==> config.mk <==
export PLATFORM = sky130hd
export DESIGN_NAME = led_scan_controller
export DESIGN_NICKNAME = d
export VERILOG_FILES = /design/src/rtl/led_scan_controller.sv
export SDC_FILE = /design/constraint.sdc
export NUM_CORES = 1
export LEC_CHECK = 0
export CAP_MARGIN = 20
export CELL_PAD_IN_SITES_DETAIL_PLACEMENT = 0
export CELL_PAD_IN_SITES_GLOBAL_PLACEMENT = 2
export CORE_ASPECT_RATIO = 0.75
export CORE_MARGIN = 2
export CORE_UTILIZATION = 37
export DETAILED_ROUTE_END_ITERATION = 10
export GPL_TIMING_DRIVEN = 0
export PLACE_DENSITY_LB_ADDON = 0.1
export SLEW_MARGIN = 30
export SYNTH_ARGS = -nofsm -noshare
export SYNTH_HDL_FRONTEND = slang
export SYNTH_SLANG_ARGS = --single-unit
==> constraint.sdc <==
create_clock -name clk -period 3 [get_ports clk]
set_input_delay 0.75 -clock clk [delete_from_list [all_inputs] [get_ports clk]]
set_output_delay 0.75 -clock clk [all_outputs]
set_load 0.1 [all_outputs]
==> src/rtl/led_scan_controller.sv <==
// led_scan_controller
// Column-scanning driver for an N x N Conway-grid LED matrix. Each column is
// enabled for DWELL_TICKS cycles; a one-deep shadow buffer accepts new frames
// through a valid/ready handshake and is promoted to the displayed frame only
// at a frame boundary, so the picture never tears.
//
// Configuration macro: LED_SCAN_BLANKING_EN
//   defined   -> BLANK state inserts BLANK_TICKS enable-low cycles between
//                columns (frame period N*(DWELL_TICKS+BLANK_TICKS)).
//   undefined -> columns are driven back to back with ena held high
//                (frame period N*DWELL_TICKS).
module led_scan_controller #(
  parameter int N           = 5,
  parameter int DWELL_TICKS = 1000,
  parameter int BLANK_TICKS = 16
) (
  input  logic                clk,
  input  logic                rst,
  input  logic                run,
  input  logic                frame_valid,
  input  logic [N*N-1:0]      frame_cells,
  output logic                frame_ready,
  output logic                ena,
  output logic [$clog2(N):0]  x,
  output logic [N*N-1:0]      cells,
  output logic                frame_done
);

  localparam int XW   = $clog2(N) + 1;
  localparam int MAXT = (DWELL_TICKS > BLANK_TICKS) ? DWELL_TICKS : BLANK_TICKS;
  localparam int CW   = $clog2(MAXT) + 1;

  localparam logic [XW-1:0] LAST_X     = XW'(N - 1);
  localparam logic [CW-1:0] DWELL_LAST = CW'(DWELL_TICKS - 1);
`ifdef LED_SCAN_BLANKING_EN
  localparam logic [CW-1:0] BLANK_LAST = CW'(BLANK_TICKS - 1);
`endif

  typedef enum logic [1:0] {
    IDLE,
    DRIVE,
    BLANK
  } state_t;

  state_t          state, state_nxt;
  logic [CW-1:0]   cnt, cnt_nxt;
  logic [XW-1:0]   x_nxt, x_wrap;
  logic            ena_nxt, done_nxt;

  logic            shadow_full;
  logic [N*N-1:0]  shadow;
  logic            take;

  // Elaboration-time sanity check of the parameters.
  initial begin
    if (N < 1 || N > 8)
      $error("led_scan_controller: N=%0d outside 1..8", N);
    if (DWELL_TICKS < 1)
      $error("led_scan_controller: DWELL_TICKS=%0d must be >= 1", DWELL_TICKS);
    if (BLANK_TICKS < 1)
      $error("led_scan_controller: BLANK_TICKS=%0d must be >= 1", BLANK_TICKS);
  end

  // Column index after the current one, wrapping N-1 -> 0.
  assign x_wrap = (x == LAST_X) ? '0 : x + XW'(1);

  // State register; ena/x/frame_done are registered copies of next-state decode.
  // NOTE: clocked state uses non-blocking assignments so every flop samples
  // pre-edge values regardless of statement order.
  always_ff @(posedge clk or negedge rst) begin
    if (!rst) begin
      state      <= IDLE;
      cnt        <= '0;
      x          <= '0;
      ena        <= 1'b0;
      frame_done <= 1'b0;
    end else begin
      state      <= state_nxt;
      cnt        <= cnt_nxt;
      x          <= x_nxt;
      ena        <= ena_nxt;
      frame_done <= done_nxt;
    end
  end

  // Next-state logic: dwell/blank timing and column advance.
  // NOTE: every output of this block gets a default first, so no path
  // leaves a variable unassigned and no latch is inferred.
  always_comb begin
    state_nxt = state;
    cnt_nxt   = cnt + CW'(1);
    x_nxt     = x;
    if (!run) begin
      state_nxt = IDLE;
      cnt_nxt   = '0;
      x_nxt     = '0;
    end else begin
      case (state)
        IDLE: begin
          state_nxt = DRIVE;
          cnt_nxt   = '0;
          x_nxt     = '0;
        end
        DRIVE: begin
          if (cnt == DWELL_LAST) begin
            cnt_nxt = '0;
`ifdef LED_SCAN_BLANKING_EN
            state_nxt = BLANK;
`else
            x_nxt = x_wrap;
`endif
          end
        end
`ifdef LED_SCAN_BLANKING_EN
        BLANK: begin
          if (cnt == BLANK_LAST) begin
            state_nxt = DRIVE;
            cnt_nxt   = '0;
            x_nxt     = x_wrap;
          end
        end
`endif
        default: begin
          state_nxt = IDLE;
          cnt_nxt   = '0;
          x_nxt     = '0;
        end
      endcase
    end
  end

  // Output decode of the upcoming state; registered above so outputs are glitch-free.
  always_comb begin
    ena_nxt  = (state_nxt == DRIVE);
    done_nxt = (state_nxt == DRIVE) && (x_nxt == LAST_X) && (cnt_nxt == DWELL_LAST);
  end

  assign take = frame_valid && frame_ready;

  // Handshake and frame promotion: shadow -> active only while frame_done is high.
  always_ff @(posedge clk or negedge rst) begin
    if (!rst) begin
      shadow_full <= 1'b0;
      frame_ready <= 1'b1;
      cells       <= '0;
    end else if (take) begin
      // A frame arriving on the frame_done cycle lands in the shadow only;
      // the shadow was empty, so there is nothing to promote this time.
      shadow_full <= 1'b1;
      frame_ready <= 1'b0;
    end else if (frame_done && shadow_full) begin
      shadow_full <= 1'b0;
      frame_ready <= 1'b1;
      cells       <= shadow;
    end
  end

  // Shadow frame storage.
  // NOTE: the data register has no reset; shadow_full qualifies it, so its
  // contents are never observed before a valid write.
  always_ff @(posedge clk) begin
    if (take) shadow <= frame_cells;
  end

endmodule

==> results.yml <==
status:
  status: "finished, final reports clean"
route:
  drt_wl_total_um: 5058
  num_vias: 1609
  wl_per_cell_um: 14.21
  drt_iter0_markers: 50
  antenna_left: 0
  drc_errors: 0
  vias_per_cell: 4.520
  first_pass_iters: 4
setup_path:
  required_ps: 2250
  max_stage_delay_ps: 1140
  r2r_setup_slack_ps: 1050
  critPathTopFamily: "buffers and inverters"
  regToRegStartpoint: "cnt[3]$_DFF_PN0_"
  critPathMaxFanout: 3
  crit_type: "reg -> out"
  crit_buf_inv: 1
  end_kind: "output port"
  critical_path_arrival_ps: 2020
  critical-path-slowest-cell: "clkdlybuf4s50_1"
  crit_start: "frame_ready$_DFFE_PN1P_"
  worstPathCellList: "clkdlybuf4s50_1"
  worst_setup_path_start_kind: "flip-flop"
die:
  dieArea_sq_um: 8131
  fp.dieH_um: 78.60
  die_x_um: 103.5
  num_rows: 27
  io_pins: 61
  start_util: 0.3780
  core_area_sq_um: 7263
sta:
  slew_headroom: 0.3339
  rsz0062_at_grt: "false"
  slew_violations: 0
  clock_skew_ps: 15.11
  setup_viol: 0
  tightest_slew_ps: 996.0
  period_minus_slack_ps: 2771
  setup_tns_ps: 0
  fmax_ghz: 0.3609
  holdWs_ps: 424.1
  finalCritPeriodShare: 0.9235
  hold_violations: 0
global_route:
  antenna_found_initial: 0
  grt_pass1_wl_um: 8459
  grt_max_degree: 47
  grt_pass1_vias: 1646
  gr-total-overflow: 0
  grt_usage: 0.1419
clock_network:
  cts_sinks: 71
  htree_levels: 3
  clk_latency_ps: 340
  postCtsSetupBuffers: 0
  cts_root_buffer: "clkbuf_8"
  cts-resized-gates: 0
  cts_tree: "done"
  clockBufferDepth: 2
  holdBufCountCts: 0
  cts.clk_slew.worst_paths_ps: 70
  cts_inserted_buffers: 9
placement:
  gp_congestion: 0.7117
  place_inst: 340
  hpwl_um: 3414
  io_buffers: 60
cells_and_area:
  nFillCells: 667
  syn_to_final_growth_pct: 33.41
  diodes: 0
  drive_above_1_share: 0.2039
  fin_util: 0.5042
  regArea_sq_um: 1903
  nets: 282
  multi_input_comb_area_sq_um: 774.5
  final_cells: 356
logic_synthesis:
  async_flop_share: 0.6479
  synth_top_area_share: 0.4102
  syn-instance-count: 179
  synth_common_cells: "dfrtp_1 (45), edfxtp_1 (25), mux2_2 (25), nor2_1 (14), inv_1 (8)"
  synth_edf_count: 25
  syn_area_sq_um: 2745
  syn-num-nets: 211
  ys.flop_type: "dfrtp_1"
  synth.most_common_cell: "dfrtp_1"
  synth_area_leaders: "dfrtp_1 (41%), edfxtp_1 (27%), mux2_2 (10%)"
  seq_area_frac_synth: 0.6933
  synth_seq_cells: 71
  yosysUniqueCellTypes: 42
  synth_warnings: 0
  syn_avg_cell_area_sq_um: 15.34
  synth_top_cell_by_area: "dfrtp_1"
flow_run:
  max-cap-violations: 0
power:
  power_density_nw_per_um2: 493.9
  power_leakage_nw: 1.533
  vdd_ir_drop_max_uv: 313.4
  total_power_mw: 1.809
worst_hold_path:
  hold_class: "in -> async"
-- final timing paths --
path                                          to  cells after the start
max                                  frame_ready                      1
min                        cells[24]$_DFFE_PN0P_                      1
max reg2reg                 frame_done$_DFF_PN0_                      5
min reg2reg                        ena$_DFF_PN0_                      1
max in group asynchronous       cnt[1]$_DFF_PN0_                      1
min in group clk                   ena$_DFF_PN0_                      1
-- placed cells by master (no fill, tap or decap), drive strengths merged, types with 2 or more instances in the layout --
cell type	netlist	layout
clkinv	0	2
nor2b	2	2
dfrtp	45	45
mux2	25	25
buf	5	6
nand3	4	4
nor2	14	14
xor2	2	2
and3	3	3
nor4	3	3
clkbuf	0	13
edfxtp	25	25
inv	8	8
nand4	2	2
a31oi	2	2
mux2i	3	3
nor3	4	4
o21ai	2	2
xnor2	4	4
ha	3	3
o21ba	2	2
nand2	5	5
clkdlybuf4s50	0	59
a21oi	2	2
-- through the flow --
step,instance area (sq um),worst slack (ps)
3_3_place_gp,3472,-302.5
2_1_floorplan,2745,936.3
3_5_place_dp,3470,528.8
4_1_cts,3662,195.4
5_1_grt,3662,163.3
6_report,3662,229.5
-- cell type report --
class / instances / share of cell area
Buffer: 5 / 0.01025
Sequential cell: 71 / 0.5196
Tap cell: 101 / 0.03451
Timing Repair Buffer: 60 / 0.1633
Multi-Input combinational cell: 95 / 0.2115
Clock inverter: 3 / 0.01196
Clock buffer: 13 / 0.04066
Inverter: 8 / 0.008200
-- flip-flops by register name, summed over array words and instances (netlist names) --
signal,cells
cells,25
cnt,11
ena,1
frame_done,1
frame_ready,1
shadow,25
shadow_full,1
state,2
x,4
-- per-layer routing --
layer | global-route usage | routed length [um]
met4 | 0.04342 | 65
met5 | 0 | 0
met1 | 0.1965 | 2430
met2 | 0.1923 | 2156
met3 | 0.07302 | 405
-- cell families (layout without fill, tap and decap cells) --
group | count (synthesis) | in the layout | synth area share
AO/OA/AOI/OAI | 15 | 15 | 0.04148
XOR/XNOR | 6 | 6 | 0.01914
flip-flops | 71 | 71 | 0.6933
adder cells (fa/ha/maj) | 3 | 3 | 0.01368
other | 1 | 1 | 0.001366
multiplexers | 28 | 28 | 0.1135
buffers and inverters | 13 | 89 | 0.02461
AND/OR/NAND/NOR | 42 | 42 | 0.09299
-- power breakdown --
group	internal, mW	total [mW]	switching, mW	leakage [nW]
clock network	0.408	0.742	0.334	0.0976
logic	0.0344	0.0597	0.0254	0.582
registers	1.01	1.01	0.00116	0.854
total	1.45	1.81	0.360	1.53
Note: power is estimated with default switching activity, not from simulation.
